--- src/rtl/mem_access_unit_if.sv ---
// Request/acknowledge data-memory port between the memory stage and the data memory.
// The master drives the request; the slave returns read data with a one-cycle ack strobe.
interface mem_access_unit_if;
    logic        mem_req;
    logic        mem_we;
    logic [31:0] mem_addr;
    logic [31:0] mem_wdata;
    logic [3:0]  mem_be;
    logic [31:0] mem_rdata;
    logic        mem_ack;

    modport master (
        output mem_req, mem_we, mem_addr, mem_wdata, mem_be,
        input  mem_rdata, mem_ack
    );

    modport slave (
        input  mem_req, mem_we, mem_addr, mem_wdata, mem_be,
        output mem_rdata, mem_ack
    );
endinterface

--- src/rtl/mem_access_unit.sv ---
// Memory stage: issues loads/stores from EX/ME on a req/ack port, formats load data and
// presents the writeback triple to ME/WB; stalls the pipeline while an access is outstanding.
module mem_access_unit #(
    parameter int unsigned TIMEOUT_CYCLES = 0
) (
    input  logic              clk,
    input  logic              rst,
    input  logic [7:0]        me_aluop,
    input  logic [31:0]       me_mem_addr,
    input  logic [31:0]       me_store_data,
    input  logic              me_w_enable,
    input  logic [4:0]        me_w_addr,
    input  logic [31:0]       me_w_data,
    output logic              wb_w_enable,
    output logic [4:0]        wb_w_addr,
    output logic [31:0]       wb_w_data,
    output logic              stall_req,
    mem_access_unit_if.master mem,
    output logic              misalign,
    output logic              bus_err
);
    localparam logic [7:0] EXOP_LB  = 8'h20;
    localparam logic [7:0] EXOP_LH  = 8'h21;
    localparam logic [7:0] EXOP_LW  = 8'h22;
    localparam logic [7:0] EXOP_LBU = 8'h23;
    localparam logic [7:0] EXOP_LHU = 8'h24;
    localparam logic [7:0] EXOP_SB  = 8'h28;
    localparam logic [7:0] EXOP_SH  = 8'h29;
    localparam logic [7:0] EXOP_SW  = 8'h2A;

    typedef enum logic [1:0] {S_IDLE, S_BUSY, S_DONE} state_t;

    state_t      r_state;
    logic        r_req;
    logic        r_we;
    logic [31:0] r_addr;
    logic [31:0] r_wdata;
    logic [3:0]  r_be;
    logic [31:0] r_result;
    logic        r_misalign;
    logic        r_bus_err;
    logic [7:0]  r_op;
    logic [1:0]  r_lane;
    logic [15:0] r_wait;
    logic        r_abort;

    logic        w_is_load;
    logic        w_is_store;
    logic        w_is_byte;
    logic        w_is_half;
    logic        w_mem_op;
    logic [1:0]  w_lane;
    logic        w_misaligned;
    logic        w_start;
    logic [3:0]  w_be;
    logic [31:0] w_wdata;
    logic [7:0]  w_ld_byte;
    logic [15:0] w_ld_half;
    logic [31:0] w_ld_data;
    logic [15:0] w_wait_next;
    logic        w_timeout;

    always_comb begin
        w_is_load  = 1'b0;
        w_is_store = 1'b0;
        w_is_byte  = 1'b0;
        w_is_half  = 1'b0;
        case (me_aluop)
            EXOP_LB, EXOP_LBU: begin w_is_load = 1'b1;  w_is_byte = 1'b1; end
            EXOP_LH, EXOP_LHU: begin w_is_load = 1'b1;  w_is_half = 1'b1; end
            EXOP_LW:           begin w_is_load = 1'b1;                    end
            EXOP_SB:           begin w_is_store = 1'b1; w_is_byte = 1'b1; end
            EXOP_SH:           begin w_is_store = 1'b1; w_is_half = 1'b1; end
            EXOP_SW:           begin w_is_store = 1'b1;                   end
            default: ;
        endcase
    end

    assign w_mem_op     = w_is_load || w_is_store;
    assign w_lane       = me_mem_addr[1:0];
    assign w_misaligned = w_mem_op && ((w_is_half && w_lane[0]) ||
                          (!w_is_byte && !w_is_half && (w_lane != 2'b00)));
    assign w_start      = (r_state == S_IDLE) && w_mem_op && !w_misaligned;

    always_comb begin
        if (w_is_byte) begin
            w_be    = 4'b0001 << w_lane;
            w_wdata = {4{me_store_data[7:0]}};
        end else if (w_is_half) begin
            w_be    = 4'b0011 << w_lane;
            w_wdata = {2{me_store_data[15:0]}};
        end else begin
            w_be    = 4'b1111;
            w_wdata = me_store_data;
        end
    end

    // Load formatting uses the op/lane latched at issue, not the live EX/ME inputs.
    always_comb begin
        case (r_lane)
            2'd0:    w_ld_byte = mem.mem_rdata[7:0];
            2'd1:    w_ld_byte = mem.mem_rdata[15:8];
            2'd2:    w_ld_byte = mem.mem_rdata[23:16];
            default: w_ld_byte = mem.mem_rdata[31:24];
        endcase
        w_ld_half = r_lane[1] ? mem.mem_rdata[31:16] : mem.mem_rdata[15:0];
        case (r_op)
            EXOP_LB:  w_ld_data = {{24{w_ld_byte[7]}}, w_ld_byte};
            EXOP_LBU: w_ld_data = {24'd0, w_ld_byte};
            EXOP_LH:  w_ld_data = {{16{w_ld_half[15]}}, w_ld_half};
            EXOP_LHU: w_ld_data = {16'd0, w_ld_half};
            default:  w_ld_data = mem.mem_rdata;
        endcase
    end

    assign w_wait_next = (r_wait == '1) ? r_wait : r_wait + 16'd1;
    assign w_timeout   = (TIMEOUT_CYCLES != 0) && (32'(w_wait_next) >= TIMEOUT_CYCLES);

    always_ff @(posedge clk) begin
        if (rst) begin
            r_state    <= S_IDLE;
            r_req      <= 1'b0;
            r_we       <= 1'b0;
            r_addr     <= '0;
            r_wdata    <= '0;
            r_be       <= '0;
            r_result   <= '0;
            r_misalign <= 1'b0;
            r_bus_err  <= 1'b0;
            r_op       <= '0;
            r_lane     <= '0;
            r_wait     <= '0;
            r_abort    <= 1'b0;
        end else begin
            r_misalign <= 1'b0;
            r_bus_err  <= 1'b0;
            case (r_state)
                S_IDLE: begin
                    if (w_misaligned) begin
                        r_misalign <= 1'b1;
                    end else if (w_start) begin
                        r_req   <= 1'b1;
                        r_we    <= w_is_store;
                        r_addr  <= {me_mem_addr[31:2], 2'b00};
                        r_be    <= w_be;
                        r_wdata <= w_wdata;
                        r_op    <= me_aluop;
                        r_lane  <= w_lane;
                        r_wait  <= '0;
                        r_abort <= 1'b0;
                        r_state <= S_BUSY;
                    end
                end
                S_BUSY: begin
                    if (mem.mem_ack) begin
                        r_req    <= 1'b0;
                        r_result <= w_ld_data;
                        r_state  <= S_DONE;
                    end else if (w_timeout) begin
                        r_req     <= 1'b0;
                        r_bus_err <= 1'b1;
                        r_abort   <= 1'b1;
                        r_state   <= S_DONE;
                    end else begin
                        r_wait <= w_wait_next;
                    end
                end
                S_DONE:  r_state <= S_IDLE;
                default: r_state <= S_IDLE;
            endcase
        end
    end

    always_comb begin
        wb_w_enable = 1'b0;
        wb_w_addr   = '0;
        wb_w_data   = '0;
        stall_req   = 1'b0;
        if (!rst) begin
            case (r_state)
                S_IDLE: begin
                    if (!w_mem_op) begin
                        wb_w_enable = me_w_enable;
                        wb_w_addr   = me_w_addr;
                        wb_w_data   = me_w_data;
                    end else if (w_misaligned) begin
                        wb_w_addr = me_w_addr;
                    end else begin
                        stall_req = 1'b1;
                    end
                end
                S_BUSY: stall_req = 1'b1;
                S_DONE: begin
                    wb_w_addr   = me_w_addr;
                    wb_w_enable = me_w_enable && !r_we && !r_abort;
                    wb_w_data   = r_result;
                end
                default: ;
            endcase
        end
    end

    assign mem.mem_req   = r_req;
    assign mem.mem_we    = r_we;
    assign mem.mem_addr  = r_addr;
    assign mem.mem_wdata = r_wdata;
    assign mem.mem_be    = r_be;
    assign misalign      = r_misalign;
    assign bus_err       = r_bus_err;
endmodule

--- src/flat_wrapper.sv ---
// flat-port wrapper written by rule: the top's interface ports become plain ports
module mem_access_unit_flat 
#(
    parameter int unsigned TIMEOUT_CYCLES = 0
)
  (clk, rst, me_aluop, me_mem_addr, me_store_data, me_w_enable, me_w_addr, me_w_data, wb_w_enable, wb_w_addr, wb_w_data, stall_req, misalign, bus_err, mem_mem_req, mem_mem_we, mem_mem_addr, mem_mem_wdata, mem_mem_be, mem_mem_rdata, mem_mem_ack);
  mem_access_unit_if mem_i ();
  input  logic clk;
  input  logic rst;
  input  logic [7:0] me_aluop;
  input  logic [31:0] me_mem_addr;
  input  logic [31:0] me_store_data;
  input  logic me_w_enable;
  input  logic [4:0] me_w_addr;
  input  logic [31:0] me_w_data;
  output logic wb_w_enable;
  output logic [4:0] wb_w_addr;
  output logic [31:0] wb_w_data;
  output logic stall_req;
  output logic misalign;
  output logic bus_err;
  output wire logic [$bits(mem_i.mem_req)-1:0] mem_mem_req;
  output wire logic [$bits(mem_i.mem_we)-1:0] mem_mem_we;
  output wire logic [$bits(mem_i.mem_addr)-1:0] mem_mem_addr;
  output wire logic [$bits(mem_i.mem_wdata)-1:0] mem_mem_wdata;
  output wire logic [$bits(mem_i.mem_be)-1:0] mem_mem_be;
  input wire logic [$bits(mem_i.mem_rdata)-1:0] mem_mem_rdata;
  input wire logic [$bits(mem_i.mem_ack)-1:0] mem_mem_ack;
  assign mem_mem_req = mem_i.mem_req;
  assign mem_mem_we = mem_i.mem_we;
  assign mem_mem_addr = mem_i.mem_addr;
  assign mem_mem_wdata = mem_i.mem_wdata;
  assign mem_mem_be = mem_i.mem_be;
  assign mem_i.mem_rdata = mem_mem_rdata;
  assign mem_i.mem_ack = mem_mem_ack;
  mem_access_unit #(.TIMEOUT_CYCLES(TIMEOUT_CYCLES)) u_core (.clk(clk), .rst(rst), .me_aluop(me_aluop), .me_mem_addr(me_mem_addr), .me_store_data(me_store_data), .me_w_enable(me_w_enable), .me_w_addr(me_w_addr), .me_w_data(me_w_data), .wb_w_enable(wb_w_enable), .wb_w_addr(wb_w_addr), .wb_w_data(wb_w_data), .stall_req(stall_req), .mem(mem_i), .misalign(misalign), .bus_err(bus_err));
endmodule
--- config.mk ---
export PLATFORM = sky130hd
export DESIGN_NAME = mem_access_unit_flat
export DESIGN_NICKNAME = d
export VERILOG_FILES = /design/src/rtl/mem_access_unit_if.sv /design/src/rtl/mem_access_unit.sv /design/src/flat_wrapper.sv
export SDC_FILE = /design/constraint.sdc
export NUM_CORES = 1
export LEC_CHECK = 0
export CAP_MARGIN = 20
export CORE_MARGIN = 3
export CORE_UTILIZATION = 43
export CTS_BUF_LIST = sky130_fd_sc_hd__clkbuf_16
export DETAILED_ROUTE_END_ITERATION = 8
export GPL_ROUTABILITY_DRIVEN = 1
export PLACE_DENSITY = 0.82
export SLEW_MARGIN = 20
export SYNTH_ARGS = -nofsm -noshare
export SYNTH_HDL_FRONTEND = slang
export SYNTH_SLANG_ARGS = --single-unit
--- constraint.sdc ---
create_clock -name clk -period 3.96 [get_ports clk]
set_clock_uncertainty 0.15 [all_clocks]
set_input_delay 0.792 -clock clk [delete_from_list [all_inputs] [get_ports clk]]
set_output_delay 0.792 -clock clk [all_outputs]
set_load 0.02 [all_outputs]
==> metrics.log <==
INFO  metric maxSlewHeadroom = 33.98%
INFO  metric number_of_global_route_vias_before_repair = 6111
INFO  metric crit_type = input pin to output pin
INFO  metric setup_viol_count_final = 0
INFO  metric finalWeightedCongestion = 0.8574
INFO  metric detailroute.via_count = 6505
INFO  metric drt-pass1-iter-count = 5
INFO  metric synth.most_common_cell = sky130_fd_sc_hd__dfxtp_1
INFO  metric clock_tree_from_tritoncts = yes
INFO  metric chipWidth = 123.3 µm
INFO  metric start_kind = input pin
INFO  metric synth.top_cell.area_share = 38.22%
INFO  metric worstPathArrival = 2.93 ns
INFO  metric critical_path.max_fanout = 5
INFO  metric hold_path.class = flop to flop
INFO  metric pin_count = 256
INFO  metric power_density = 338.2 nW/µm²
INFO  metric path_clk_slew = 0.05 ns
INFO  metric worstPathRequired = 3.02 ns
INFO  metric final_layout_size_suffix_gt1_share = 12.22%
INFO  metric dominant_cell_type_by_area_after_synthesis = sky130_fd_sc_hd__dfxtp_1
INFO  metric wl_met2 = 9.577 mm
INFO  metric final.fill_count = 1097
INFO  metric synth_sequential_area_ratio = 38.22%
INFO  metric overall_routing_resource_usage = 26.67%
INFO  metric timing_hold_violations_final = 0
INFO  metric highest-signal-layer = met4
INFO  metric numCtsBuffers = 17
INFO  metric edff_count_synth = 0
INFO  metric globalRouteOverflowTotal = 0
INFO  metric layout_min_cycle_time = 3.872 ns
INFO  metric antenna_cells = 0
INFO  metric placed_cells = 1110
INFO  metric avgViaCountPerCell = 5.696
INFO  metric outcome = finished, final reports clean
INFO  metric avgRoutedWirePerCell = 17.94 µm
INFO  metric critical-path-top-delay-family = buffers and inverters
INFO  metric dp_worst_setup_slack = -0.2447 ns
INFO  metric max-clock-path-buffers = 2
INFO  metric worst-path-buf-inv = 4
INFO  metric htree_levels = 4
INFO  metric initial_core_util = 44.34%
INFO  metric rsz_0062_raised_after_global_routing = no
INFO  metric dieArea = 15210 µm²
INFO  metric max_freq = 258.2 MHz
INFO  metric cp_slowest_stage_delay = 0.56 ns
INFO  metric path_cells = clkdlybuf4s50_1, or4b_4, a221o_1, buf_4, o31ai_1, buf_4, nor2_1, clkdlybuf4s15_1
INFO  metric accumulated_negative_setup_slack = 0 ns
INFO  metric layout.cells.non_filler = 1142
INFO  metric maxCapViolCount = 0
INFO  metric critPathMostFrequentCell = sky130_fd_sc_hd__buf_4
INFO  metric die-height = 123.3 µm
INFO  metric vdd_drop_max = 0.0002858 V
INFO  metric synth.distinct_cells = 53
INFO  metric postSynth.asyncResetShare = 0%
INFO  metric cell_area_after_placement = 8613 µm²
INFO  metric drt-met1-wl = 8.365 mm
INFO  metric grt_first_pass_wirelength = 32.11 mm
INFO  metric port-buffer-count = 252
INFO  metric antenna_violating_nets_post_route = 0
INFO  metric avgSynthCellArea = 8.096 µm²
INFO  metric antenna_found_initial = 0
INFO  metric fin_total_pwr = 3054 µW
INFO  metric finalInstanceArea = 9030 µm²
INFO  metric final-max-slew-violation-count = 0
INFO  metric worst_skew_pair.late_latency = 0.41 ns
INFO  metric hold_buffers = 0
INFO  metric core-area = 13350 µm²
INFO  metric num-nets-final = 1102
INFO  metric synth_area_leaders = sky130_fd_sc_hd__dfxtp_1, sky130_fd_sc_hd__a211oi_1, sky130_fd_sc_hd__a21oi_1
INFO  metric route.met3.wl = 1.855 mm
INFO  metric placed_wire_length_estimate_after_detailed_placement = 14.41 mm
INFO  metric postSynthRegisterBits = 113
INFO  metric synth_flop_cell = sky130_fd_sc_hd__dfxtp_1
INFO  metric syn2layout_area_growth = 52.58%
INFO  metric postSynthCellCount = 731
INFO  metric worst_path_max_delay_cell = sky130_fd_sc_hd__or4b_4
INFO  metric cts_sinks = 113
INFO  metric tightestPinTransition = 0.9875 ns
INFO  metric post_synth_instance_area = 5918 µm²
INFO  metric synth.cells.most_frequent = sky130_fd_sc_hd__dfxtp_1, sky130_fd_sc_hd__nor2_1, sky130_fd_sc_hd__a21oi_1, sky130_fd_sc_hd__a211oi_1, sky130_fd_sc_hd__clkbuf_1
INFO  metric setup_ws = 0.08757 ns
INFO  metric leakage = 0.003204 µW
INFO  metric cts_root_buf = sky130_fd_sc_hd__clkbuf_16
INFO  metric std_cell_rows = 42
INFO  metric grt_start_max_net_pins = 77
INFO  metric element_type_at_the_critical_path_end = output pin
INFO  metric overall_routed_net_length = 20.49 mm
INFO  metric detailedRoute.firstIterationViolations = 526
INFO  metric post-route-drc-count = 0
INFO  metric period_utilization_post_route = 97.79%
INFO  metric syn_warnings = 0
per-layer routing:
| layer | vias to the layer above | global-route usage, % |
|---|---|---|
| met4 | 0 | 11.35 |
| li1 | 3155 | - |
| met2 | 290 | 41.83 |
| met3 | 43 | 8.143 |
| met5 | - | 0 |
| met1 | 3017 | 34.03 |
report_power, final:
part           switching (µW)  internal, µW  total [µW]
logic                     199           213         412
clock network             526           972        1500
registers                2.04          1140        1140
cells by family after synthesis:
kind of cell | synth area share [%]
multiplexers | 7.484
buffers and inverters | 6.871
adder cells (fa/ha/maj) | 0.8457
XOR/XNOR | 0.2960
flip-flops | 38.22
AO/OA/AOI/OAI | 29.87
other | 0.06336
AND/OR/NAND/NOR | 16.34
layout make-up:
class / count / area [µm²] / share of cell area (%)
repair buffers: 284 / 2644 / 29.28
multi-input cells: 525 / 3279 / 36.32
well taps: 176 / 220.2 / 2.439
clock buffers: 17 / 425.4 / 4.711
clock inverters: 15 / 153.9 / 1.704
inverters: 12 / 45.04 / 0.4988
flip-flops and latches: 113 / 2262 / 25.05
worst paths after layout:
| check | startpoint | end | slack (ns) | cells past startpoint |
|---|---|---|---|---|
| hold reg to reg | u_core.mem.mem_req | u_core.mem.mem_req | 0.31 | 2 |
| hold / removal | u_core.mem.mem_req | u_core.mem.mem_req | 0.31 | 2 |
| setup / recovery | me_aluop[4] | wb_w_addr[3] | 0.09 | 8 |
| setup reg to reg | u_core.r_op[3] | u_core.r_result[8] | 1.35 | 5 |
worst reg2reg max path: stages, from the launching register on:
cell and delay, ns:
sky130_fd_sc_hd__dfxtp_1 0.31, sky130_fd_sc_hd__or4b_4 0.57, sky130_fd_sc_hd__nor2_1 0.15, sky130_fd_sc_hd__nand3_1 0.70, sky130_fd_sc_hd__a22oi_1 0.45, sky130_fd_sc_hd__a211oi_1 0.12
state kept, by name, indices dropped and copies added (netlist names):
signal,count
u_core.mem.mem_wdata,32
u_core.r_result,32
u_core.mem.mem_addr,30
u_core.r_op,8
u_core.mem.mem_be,4
u_core.r_lane,2
u_core.r_state,2
u_core.mem.mem_req,1
u_core.mem.mem_we,1
u_core.misalign,1
placed cells by master (no fill, tap or decap), types with 23 or more instances in the layout:
| master | Yosys | final |
|---|---|---|
| sky130_fd_sc_hd__mux2i_1 | 33 | 33 |
| sky130_fd_sc_hd__buf_4 | 6 | 29 |
| sky130_fd_sc_hd__a211oi_1 | 55 | 55 |
| sky130_fd_sc_hd__a22oi_1 | 41 | 41 |
| sky130_fd_sc_hd__nand2_1 | 23 | 23 |
| sky130_fd_sc_hd__clkdlybuf4s50_1 | 0 | 212 |
| sky130_fd_sc_hd__nand3_1 | 48 | 48 |
| sky130_fd_sc_hd__dfxtp_1 | 113 | 113 |
| sky130_fd_sc_hd__a21oi_1 | 69 | 69 |
| sky130_fd_sc_hd__o21ai_0 | 53 | 53 |
| sky130_fd_sc_hd__nor2_1 | 83 | 83 |
| sky130_fd_sc_hd__clkbuf_2 | 0 | 32 |
per-stage QoR:
stage,utilization [%],hold WS [ns]
after floorplan,-,0.2789
after global placement,64.53,0.2912
after detailed placement,64.53,0.2981
after CTS,68.61,0.3122
after global routing,67.65,0.3385
final,67.65,0.3098
timing repair:
item | 4_1_cts | 5_1_grt
buffers inserted | 0 | 0
gates resized for setup | 48 | 64
setup endpoints to repair | 39 | 38
Note: power is estimated with default switching activity, not from simulation.
